File: config.mk
export PLATFORM = sky130hd
export DESIGN_NAME = hazard_unit_flat
export DESIGN_NICKNAME = d
export VERILOG_FILES = /design/src/rtl/hazard_unit_if.sv /design/src/rtl/hazard_unit.sv /design/src/flat_wrapper.sv
export SDC_FILE = /design/constraint.sdc
export NUM_CORES = 1
export LEC_CHECK = 0
export CAP_MARGIN = 20
export CORE_AREA = 2 2 39 41
export DETAILED_ROUTE_END_ITERATION = 7
export DIE_AREA = 0 0 41 43
export DONT_BUFFER_PORTS = 1
export MAX_ROUTING_LAYER = met4
export SLEW_MARGIN = 20
export SYNTH_ARGS = -nofsm -noshare
export SYNTH_HDL_FRONTEND = slang
export SYNTH_SLANG_ARGS = --single-unit
File: constraint.sdc
create_clock -name clk -period 0.8 [get_ports clk]
set_input_delay 0.04 -clock clk [delete_from_list [all_inputs] [get_ports clk]]
set_output_delay 0.04 -clock clk [all_outputs]
set_load 0.1 [all_outputs]
File: src/rtl/hazard_unit_if.sv
// Load-use hazard bundle between the ID-stage register fields and the
// stall controls; master = pipeline side, slave = hazard_unit.
interface hazard_unit_if;
  logic [4:0] RS1_IF_ID;
  logic [4:0] RS2_IF_ID;
  logic [4:0] RD_ID_EX;
  logic       memread_ID_EX;
  logic       PCstall;
  logic       IFIDwrite;
  logic       MUXsel;
  logic       stall_prev;

  modport master (
    output RS1_IF_ID,
    output RS2_IF_ID,
    output RD_ID_EX,
    output memread_ID_EX,
    input  PCstall,
    input  IFIDwrite,
    input  MUXsel,
    input  stall_prev
  );

  modport slave (
    input  RS1_IF_ID,
    input  RS2_IF_ID,
    input  RD_ID_EX,
    input  memread_ID_EX,
    output PCstall,
    output IFIDwrite,
    output MUXsel,
    output stall_prev
  );
endinterface

File: src/rtl/hazard_unit.sv
// Load-use hazard detection: freezes PC and IF/ID and bubbles ID/EX.
// Ports: clk, rst_n (async low), hz (hazard_unit_if.slave),
// stall_cnt [CNT_W] only when HAZARD_STALL_CNT_EN is defined.
module hazard_unit #(
  parameter int CNT_W = 16
) (
  input  logic             clk,
  input  logic             rst_n,
  hazard_unit_if.slave     hz
`ifdef HAZARD_STALL_CNT_EN
  ,
  output logic [CNT_W-1:0] stall_cnt
`endif
);

  if (CNT_W < 1) begin : g_bad_cnt_w
    $error("CNT_W must be at least 1");
  end

  logic hazard;

  // x0 never carries a dependency; rs2 is not qualified by opcode,
  // so an immediate aliasing rd gives a harmless extra stall.
  assign hazard = hz.memread_ID_EX
                & (hz.RD_ID_EX != 5'd0)
                & ((hz.RD_ID_EX == hz.RS1_IF_ID)
                 | (hz.RD_ID_EX == hz.RS2_IF_ID));

  assign hz.PCstall   = hazard;
  assign hz.IFIDwrite = hazard;
  assign hz.MUXsel    = hazard;

  always_ff @(posedge clk or negedge rst_n) begin
    if (!rst_n) begin
      hz.stall_prev <= 1'b0;
    end else begin
      hz.stall_prev <= hazard;
    end
  end

`ifdef HAZARD_STALL_CNT_EN
  always_ff @(posedge clk or negedge rst_n) begin
    if (!rst_n) begin
      stall_cnt <= '0;
    end else if (hazard && (stall_cnt != '1)) begin
      stall_cnt <= stall_cnt + 1'b1;
    end
  end
`endif

endmodule

File: src/flat_wrapper.sv
// flat-port wrapper written by rule: the top's interface ports become plain ports
module hazard_unit_flat 
#(
  parameter int CNT_W = 16
)
  (clk, rst_n, hz_RS1_IF_ID, hz_RS2_IF_ID, hz_RD_ID_EX, hz_memread_ID_EX, hz_PCstall, hz_IFIDwrite, hz_MUXsel, hz_stall_prev);
  hazard_unit_if hz_i ();
  input  logic clk;
  input  logic rst_n;
  input wire logic [$bits(hz_i.RS1_IF_ID)-1:0] hz_RS1_IF_ID;
  input wire logic [$bits(hz_i.RS2_IF_ID)-1:0] hz_RS2_IF_ID;
  input wire logic [$bits(hz_i.RD_ID_EX)-1:0] hz_RD_ID_EX;
  input wire logic [$bits(hz_i.memread_ID_EX)-1:0] hz_memread_ID_EX;
  output wire logic [$bits(hz_i.PCstall)-1:0] hz_PCstall;
  output wire logic [$bits(hz_i.IFIDwrite)-1:0] hz_IFIDwrite;
  output wire logic [$bits(hz_i.MUXsel)-1:0] hz_MUXsel;
  output wire logic [$bits(hz_i.stall_prev)-1:0] hz_stall_prev;
  assign hz_i.RS1_IF_ID = hz_RS1_IF_ID;
  assign hz_i.RS2_IF_ID = hz_RS2_IF_ID;
  assign hz_i.RD_ID_EX = hz_RD_ID_EX;
  assign hz_i.memread_ID_EX = hz_memread_ID_EX;
  assign hz_PCstall = hz_i.PCstall;
  assign hz_IFIDwrite = hz_i.IFIDwrite;
  assign hz_MUXsel = hz_i.MUXsel;
  assign hz_stall_prev = hz_i.stall_prev;
  hazard_unit #(.CNT_W(CNT_W)) u_core (.clk(clk), .rst_n(rst_n), .hz(hz_i));
endmodule
==> impl_metrics.env, run 1 <==
export IMPL_synth_most_common_cell="xor2_1"
export IMPL_ys_types=9
export IMPL_synth_edf_count=0
export IMPL_slew_headroom_pct=84.4
export IMPL_fillerInstances=147
export IMPL_max_freq_ghz=0.879
export IMPL_chipWidth_um=41
export IMPL_synthTopCellsByArea="xor2_1 32%, xnor2_1 21%, dfrtp_1 15%"
export IMPL_grt_remaining_overflow=0
export IMPL_initial_utilization_pct=11.9
export IMPL_synth_area_leader_cell="xor2_1"
export IMPL_power_density_nw_per_um2=701
export IMPL_switchingPower_w=0.0000887
export IMPL_p_clk_share_pct=0
export IMPL_syn_area_um2=165
export IMPL_status="complete, but fails checks"
export IMPL_drv_slew=0
export IMPL_grt_pass1_wl_um=683
export IMPL_crit_arrival_ns=0.98
export IMPL_hold_viol=0
export IMPL_synth_seq_area_share_pct=15.2
export IMPL_grt_antenna_before_repair=0
export IMPL_critPathKind="in -> reg"
export IMPL_path_clk_slew_ns=0
export IMPL_grt_usage_pct=5.42
export IMPL_row_count=14
export IMPL_ys_ff_latch=1
export IMPL_ys_async_sr_fraction_pct=100
export IMPL_stdcell_area_um2=298
export IMPL_switching_share_pct=42.5
export IMPL_violations="setup timing"
export IMPL_ys_flop_type="dfrtp_1"
export IMPL_tightest_slew_ns=0.234
export IMPL_core_area_um2=1380
export IMPL_portBuffers=0
export IMPL_gp_congestion=0.737
export IMPL_startpoint_type="primary input"
export IMPL_grt_pass1_vias=163
export IMPL_ir_drop_uv=188
export IMPL_setup_violations=4
export IMPL_crit_chain="or4_4 > o21ai_4 > a21oi_4 > buf_12"
export IMPL_hp_class="in -> async"
export IMPL_worst_path_max_fanout=3
export IMPL_fin_crit_ns=1.14
export IMPL_vias=152
export IMPL_maxCapViolCount=0
export IMPL_seqCellArea_um2=26.3
export IMPL_vias_per_cell=3.90
export IMPL_slowest_delay_ns=0.53
export IMPL_cp_required_ns=0.65
export IMPL_antenna_cells=0
export IMPL_wire_per_inst_um=11.7
export IMPL_drive_above_1_share_pct=52.2
export IMPL_ys_top_cells_by_count="6 x xor2_1, 4 x xnor2_1, 2 x buf_4, 2 x nand3_1, 2 x nor3_1"
export IMPL_post_route_drc_count=0
export IMPL_fin_util_pct=21.5
export IMPL_syn_to_final_growth_pct=80.3
export IMPL_avgSynthCellArea_um2=8.26
export IMPL_grt_max_degree=4
export IMPL_intPower_w=0.000120
export IMPL_p_leak_nw=0.0943
export IMPL_die_area_um2=1760
export IMPL_post_route_period_util_pct=142
export IMPL_ys_warnings_count=0
export IMPL_top_regs="u_core.hz.stall_prev (1)"
export IMPL_p_seq_share_pct=26.3
export IMPL_nets=43
export IMPL_end_kind="flop"
export IMPL_io_pins=22
export IMPL_worst_slack_ns=-0.338
export IMPL_cpMaxStageDelayCell="or4_4"
export IMPL_largest_reg_flops=1
export IMPL_drt_iter0_drc=0
export IMPL_synth_fp_nets=38
export IMPL_multi_input_area_um2=174
export IMPL_finalPower_w=0.000209
export IMPL_rsz0062_at_grt="true"
export IMPL_syn_inst=20
export IMPL_dr_pass1_iters=1
export IMPL_largest_register="u_core.hz.stall_prev"
export IMPL_yosys_area_top_type_share_pct=31.8
export IMPL_p_comb_share_pct=73.7
export IMPL_ant_nets=0
export IMPL_place_area_um2=230
export IMPL_wl_um=455
export IMPL_die_h_um=43
==> stage by stage <==
| stage | worst slack, ns | std cells | setup TNS (ns) | hold slack [ns] |
|---|---|---|---|---|
| after floorplan | -0.665 | 20 | -2.30 | -0.256 |
| after global placement | -0.386 | 37 | -1.24 | -0.256 |
| after CTS | -0.368 | 38 | -1.22 | 0.260 |
| final | -0.338 | 39 | -1.11 | 0.259 |
| after detailed placement | -0.411 | 37 | -1.33 | -0.256 |
| after global routing | -0.367 | 39 | -1.24 | 0.271 |
==> cell type report <==
cell class	count	area share, %
timing repair buffer	5	26.1
multi-input combinational	17	58.4
tap	16	6.72
sequential	1	8.82
==> placed cells by master, fill, tap and decap left out, drive strengths merged <==
| master | Yosys | final |
|---|---|---|
| nand3 | 2 | 2 |
| a21oi | 1 | 1 |
| or4 | 1 | 1 |
| buf | 2 | 4 |
| nor3 | 2 | 2 |
| dlygate4sd3 | 0 | 1 |
| xnor2 | 4 | 4 |
| xor2 | 6 | 6 |
| dfrtp | 1 | 1 |
| o21ai | 1 | 1 |
==> routing by layer <==
metal	GRT usage [%]	share of wire, %	vias to the layer above
met2	8.75	55	13
met1	6.96	29	67
met3	1.57	16	0
li1	-	-	72
met4	0	0	0
met5	-	0	-
==> power by group through the flow <==
stage	Sequential (W)	Combinational, W	Clock [W]
global placement	0.0000550	0.000124	0
detailed placement	0.0000549	0.000126	0
CTS	0.0000550	0.000133	0
finish	0.0000549	0.000154	0
global route	0.0000550	0.000164	0
floorplan	0.0000666	0.000105	0
==> cells by family after synthesis <==
kind of cell	synth area share [%]
xor+xnor	53.0
simple gates	16.7
compound gates	6.05
buf+inv	9.09
flops	15.1
==> critical path: cells and delay by family <==
family                 cells  cell delay, ns
and+or+nand+nor            1            0.53
AOI/OAI and AO/OA          2            0.22
buffers and inverters      1            0.20
==> how the worst max path moves through the flow <==
| stage | startpoint | endpoint | slack [ns] | cells after the start |
|---|---|---|---|---|
| 6_report | hz_RD_ID_EX[4] | u_core.hz.stall_prev | -0.34 | 4 |
| 3_3_place_gp | hz_RD_ID_EX[4] | u_core.hz.stall_prev | -0.39 | 4 |
| 5_1_grt | hz_RD_ID_EX[4] | u_core.hz.stall_prev | -0.37 | 4 |
| 4_1_cts | hz_RD_ID_EX[4] | u_core.hz.stall_prev | -0.37 | 4 |
| 3_5_place_dp | hz_RD_ID_EX[4] | u_core.hz.stall_prev | -0.41 | 4 |
| 2_1_floorplan | hz_RD_ID_EX[3] | hz_MUXsel | -0.67 | 5 |
==> timing repair <==
item	in CTS	in global routing
hold buffers	1	0
hold endpoints to repair	1	0
pin swaps	4	4
setup buffers	0	1
gates resized for setup	2	8
endpoints found under the setup margin	4	4
(Power assumes the default switching activity.)
==> inputs of run 2 (changes only) <==
CELL_PAD_IN_SITES_DETAIL_PLACEMENT = 2   (was default)
CELL_PAD_IN_SITES_GLOBAL_PLACEMENT = 2   (was default)
PLACE_DENSITY_LB_ADDON = 0.1   (was default)
clock period = 1.25 ns   (was 0.8 ns; I/O delays follow)
==> impl_metrics.env, run 2 (synthesized netlist as in run 1, its figures left out) <==
export IMPL_cp_required_ns=1.19
export IMPL_path_clk_slew_ns=0
export IMPL_critPathKind="in -> out"
export IMPL_die_area_um2=1760
export IMPL_drv_slew=0
export IMPL_post_route_drc_count=0
export IMPL_antenna_cells=0
export IMPL_p_comb_share_pct=71.0
export IMPL_intPower_w=0.0000674
export IMPL_worst_slack_ns=0.0739
export IMPL_fin_crit_ns=1.18
export IMPL_switching_share_pct=43.1
export IMPL_status="finished, final reports clean"
export IMPL_startpoint_type="primary input"
export IMPL_largest_reg_flops=1
export IMPL_grt_pass1_vias=170
export IMPL_rsz0062_at_grt="false"
export IMPL_final_cell_mix="6 x xor2_1, 4 x xnor2_1, 2 x nor3_1, 2 x nand3_1, 2 x buf_12"
export IMPL_nets=42
export IMPL_grt_pass1_wl_um=669
export IMPL_wl_um=495
export IMPL_wl_met2_um=232
export IMPL_crit_chain="or4_1 > o21ai_1 > a21oi_4 > buf_12"
export IMPL_place_ws_ns=0.0640
export IMPL_setup_violations=0
export IMPL_top_regs="u_core.hz.stall_prev (1)"
export IMPL_cts_setup_buffers=0
export IMPL_ant_nets=0
export IMPL_whs_ns=0.282
export IMPL_place_area_um2=229
export IMPL_fillerInstances=160
export IMPL_dr_pass1_iters=1
export IMPL_crit_family="simple AND/OR/NAND/NOR gates"
export IMPL_post_route_period_util_pct=94.1
export IMPL_slowest_delay_ns=0.53
export IMPL_vias_per_cell=3.84
export IMPL_grt_antenna_before_repair=0
export IMPL_hp_class="in -> async"
export IMPL_hold_viol=0
export IMPL_drt_iter0_drc=0
export IMPL_initial_utilization_pct=11.9
export IMPL_row_count=14
export IMPL_gp_congestion=0.657
export IMPL_dp_cells=37
export IMPL_largest_register="u_core.hz.stall_prev"
export IMPL_power_density_nw_per_um2=496
export IMPL_switchingPower_w=0.0000510
export IMPL_grt_remaining_overflow=0
export IMPL_io_pins=22
export IMPL_portBuffers=0
export IMPL_wl_met3_um=106
export IMPL_p_seq_share_pct=29.0
export IMPL_max_freq_ghz=0.850
export IMPL_highest_signal_layer="met3"
export IMPL_maxCapViolCount=0
export IMPL_drive_above_1_share_pct=18.2
export IMPL_grt_usage_pct=5.33
export IMPL_syn_to_final_growth_pct=44.7
export IMPL_p_leak_nw=0.0803
export IMPL_vias=146
export IMPL_tightest_slew_ns=0.278
export IMPL_wl_met1_um=156
export IMPL_chipWidth_um=41
export IMPL_layout_commonest_cell="xor2_1"
export IMPL_cpMaxStageDelayCell="or4_1"
export IMPL_wire_per_inst_um=13.0
export IMPL_postCtsHoldBufs=1
export IMPL_crit_arrival_ns=1.11
export IMPL_tns_ns=0
export IMPL_worst_path_buf_inv=1
export IMPL_p_clk_share_pct=0
export IMPL_cts_resized=0
export IMPL_worstSetupPathDepth=4
export IMPL_fin_cells=38
export IMPL_slew_headroom_pct=81.6
export IMPL_die_h_um=43
export IMPL_stdcell_area_um2=239
export IMPL_ir_drop_uv=65.0
export IMPL_end_kind="output pin"
export IMPL_core_area_um2=1380
export IMPL_grt_max_degree=4
export IMPL_worst_path_max_fanout=3
-- run 2: path summary, 6_finish.rpt --
path | from | to
setup / recovery | hz_RD_ID_EX[4] | hz_MUXsel
min in group clk | hz_memread_ID_EX | u_core.hz.stall_prev
hold / removal | rst_n | u_core.hz.stall_prev
max in group asynchronous | rst_n | u_core.hz.stall_prev
-- run 2: power groups by stage --
stage / clock network [W] / registers (W) / logic (W)
detailed placement: 0 / 0.0000343 / 0.0000825
finish: 0 / 0.0000343 / 0.0000841
floorplan: 0 / 0.0000424 / 0.0000675
CTS: 0 / 0.0000343 / 0.0000855
global route: 0 / 0.0000345 / 0.0000883
global placement: 0 / 0.0000343 / 0.0000816
-- run 2: per-layer routing --
layer,track usage [%],vias to the layer above
met5,-,-
met4,0,0
met3,2.62,0
met2,9.69,14
met1,5.08,62
li1,-,70
-- run 2: cell type report --
cell class	count	area [um2]	share of cell area (%)
Sequential cell	1	25.0	10.5
Tap cell	16	20.0	8.38
Timing Repair Buffer	4	57.6	24.1
Multi-Input combinational cell	17	136	57.1
-- run 2: metrics by stage --
stage	power, W	util, %
after global placement	0.000116	16.5
after CTS	0.000120	17.3
final	0.000118	17.3
after floorplan	0.000110	-
after detailed placement	0.000117	16.5
after global routing	0.000123	17.3
==> inputs of run 3 (changes only) <==
PLACE_DENSITY = 0.45   (was default)
PLACE_DENSITY_LB_ADDON = default   (was 0.1)
==> impl_metrics.env, run 3 (synthesized netlist as in run 1, its figures left out) <==
export IMPL_status="finished, final reports clean"
export IMPL_slew_headroom_pct=81.5
export IMPL_seqCellArea_um2=25.0
export IMPL_portBuffers=0
export IMPL_critPathKind="in -> out"
export IMPL_worst_path_max_fanout=4
export IMPL_vias_per_cell=4.03
export IMPL_drt_iter0_drc=5
export IMPL_io_pins=22
export IMPL_hp_class="in -> async"
export IMPL_grt_max_degree=5
export IMPL_grt_pass1_vias=176
export IMPL_dp_hpwl_um=528
export IMPL_end_kind="output pin"
export IMPL_cpMaxStageDelayCell="or4_1"
export IMPL_crit_chain="or4_1 > o21ai_1 > a21oi_4 > buf_12"
export IMPL_grt_antenna_before_repair=0
export IMPL_slowest_delay_ns=0.51
export IMPL_final_cell_mix="6 x xor2_1, 4 x xnor2_1, 3 x buf_12, 2 x nor3_1, 2 x nand3_1"
export IMPL_fin_crit_ns=1.14
export IMPL_path_clk_slew_ns=0
export IMPL_setup_violations=0
export IMPL_top_regs="u_core.hz.stall_prev (1)"
export IMPL_rsz0062_at_grt="false"
export IMPL_crit_arrival_ns=1.07
export IMPL_row_count=14
export IMPL_core_area_um2=1380
export IMPL_finalPower_w=0.000125
export IMPL_post_route_drc_count=0
export IMPL_ant_nets=0
export IMPL_hold_viol=0
export IMPL_startpoint="hz_RD_ID_EX[4]"
export IMPL_nets=43
export IMPL_grt_remaining_overflow=0
export IMPL_chipWidth_um=41
export IMPL_cp_required_ns=1.19
export IMPL_maxCapViolCount=0
export IMPL_wire_per_inst_um=14.2
export IMPL_crit_family="simple AND/OR/NAND/NOR gates"
export IMPL_gp_congestion=0.625
export IMPL_worst_path_buf_inv=1
export IMPL_fin_util_pct=18.7
export IMPL_die_area_um2=1760
export IMPL_ir_drop_uv=103
export IMPL_grt_pass1_wl_um=690
export IMPL_largest_register="u_core.hz.stall_prev"
export IMPL_p_leak_nw=0.0885
export IMPL_tightest_slew_ns=0.276
export IMPL_post_route_period_util_pct=91.0
export IMPL_antenna_cells=0
export IMPL_largest_reg_flops=1
export IMPL_dr_pass1_iters=2
export IMPL_syn_to_final_growth_pct=56.8
export IMPL_grt_usage_pct=5.53
export IMPL_drv_slew=0
export IMPL_die_h_um=43
export IMPL_power_density_nw_per_um2=482
export IMPL_wl_um=552
export IMPL_layout_commonest_cell="xor2_1"
export IMPL_drive_above_1_share_pct=21.7
export IMPL_vias=157
export IMPL_startpoint_type="primary input"
export IMPL_max_freq_ghz=0.879
export IMPL_multi_input_area_um2=136
export IMPL_fillerInstances=160
export IMPL_initial_utilization_pct=11.9
run 3: changes by cell type in the layout (fill, tap and decap cells not counted), sizes merged:
cell and delta:
buf +1
run 3: worst max path at each step:
stage                     depth (start not counted)  slack (ns)         end
after floorplan                                   5       -0.26   hz_MUXsel
after global placement                            4        0.11   hz_MUXsel
after detailed placement                          4        0.10   hz_MUXsel
after CTS                                         4        0.10   hz_MUXsel
after global routing                              5        0.04  hz_PCstall
final                                             4        0.11  hz_PCstall
run 3: power by group:
group	internal, W	leakage (nW)	total, W	switching (W)
registers	0.0000340	0.0139	0.0000345	0.000000424
clock network	0	0	0	0
logic	0.0000373	0.0746	0.0000902	0.0000529
total	0.0000714	0.0885	0.000125	0.0000533
run 3: metrics by stage:
| stage | instances | worst slack, ns | setup TNS [ns] | hold WS, ns | instance area (um2) |
|---|---|---|---|---|---|
| 2_1_floorplan | 20 | -0.260 | -0.655 | -0.233 | 201 |
| 3_3_place_gp | 38 | 0.110 | 0 | -0.233 | 249 |
| 3_5_place_dp | 38 | 0.100 | 0 | -0.233 | 249 |
| 4_1_cts | 39 | 0.101 | 0 | 0.291 | 259 |
| 5_1_grt | 39 | 0.0406 | 0 | 0.296 | 259 |
| 6_report | 39 | 0.113 | 0 | 0.284 | 259 |
run 3: cell type report:
cell class,instances,area share [%]
multi-input cells,17,52.7
flip-flops and latches,1,9.66
well taps,16,7.73
repair buffers,5,30.0
run 3: metal layers:
metal	vias to the layer above	routed length (um)	track usage, %
met1	67	198	6.96
met3	0	97	1.57
li1	72	-	-
met4	0	0	0
met2	18	257	9.06
met5	-	0	-
run 3: repair_timing:
item,CTS,global route
setup endpoints to repair,0,0
gates resized for setup,0,0
hold buffers,1,0
buffers inserted,0,0
hold endpoints to repair,1,0
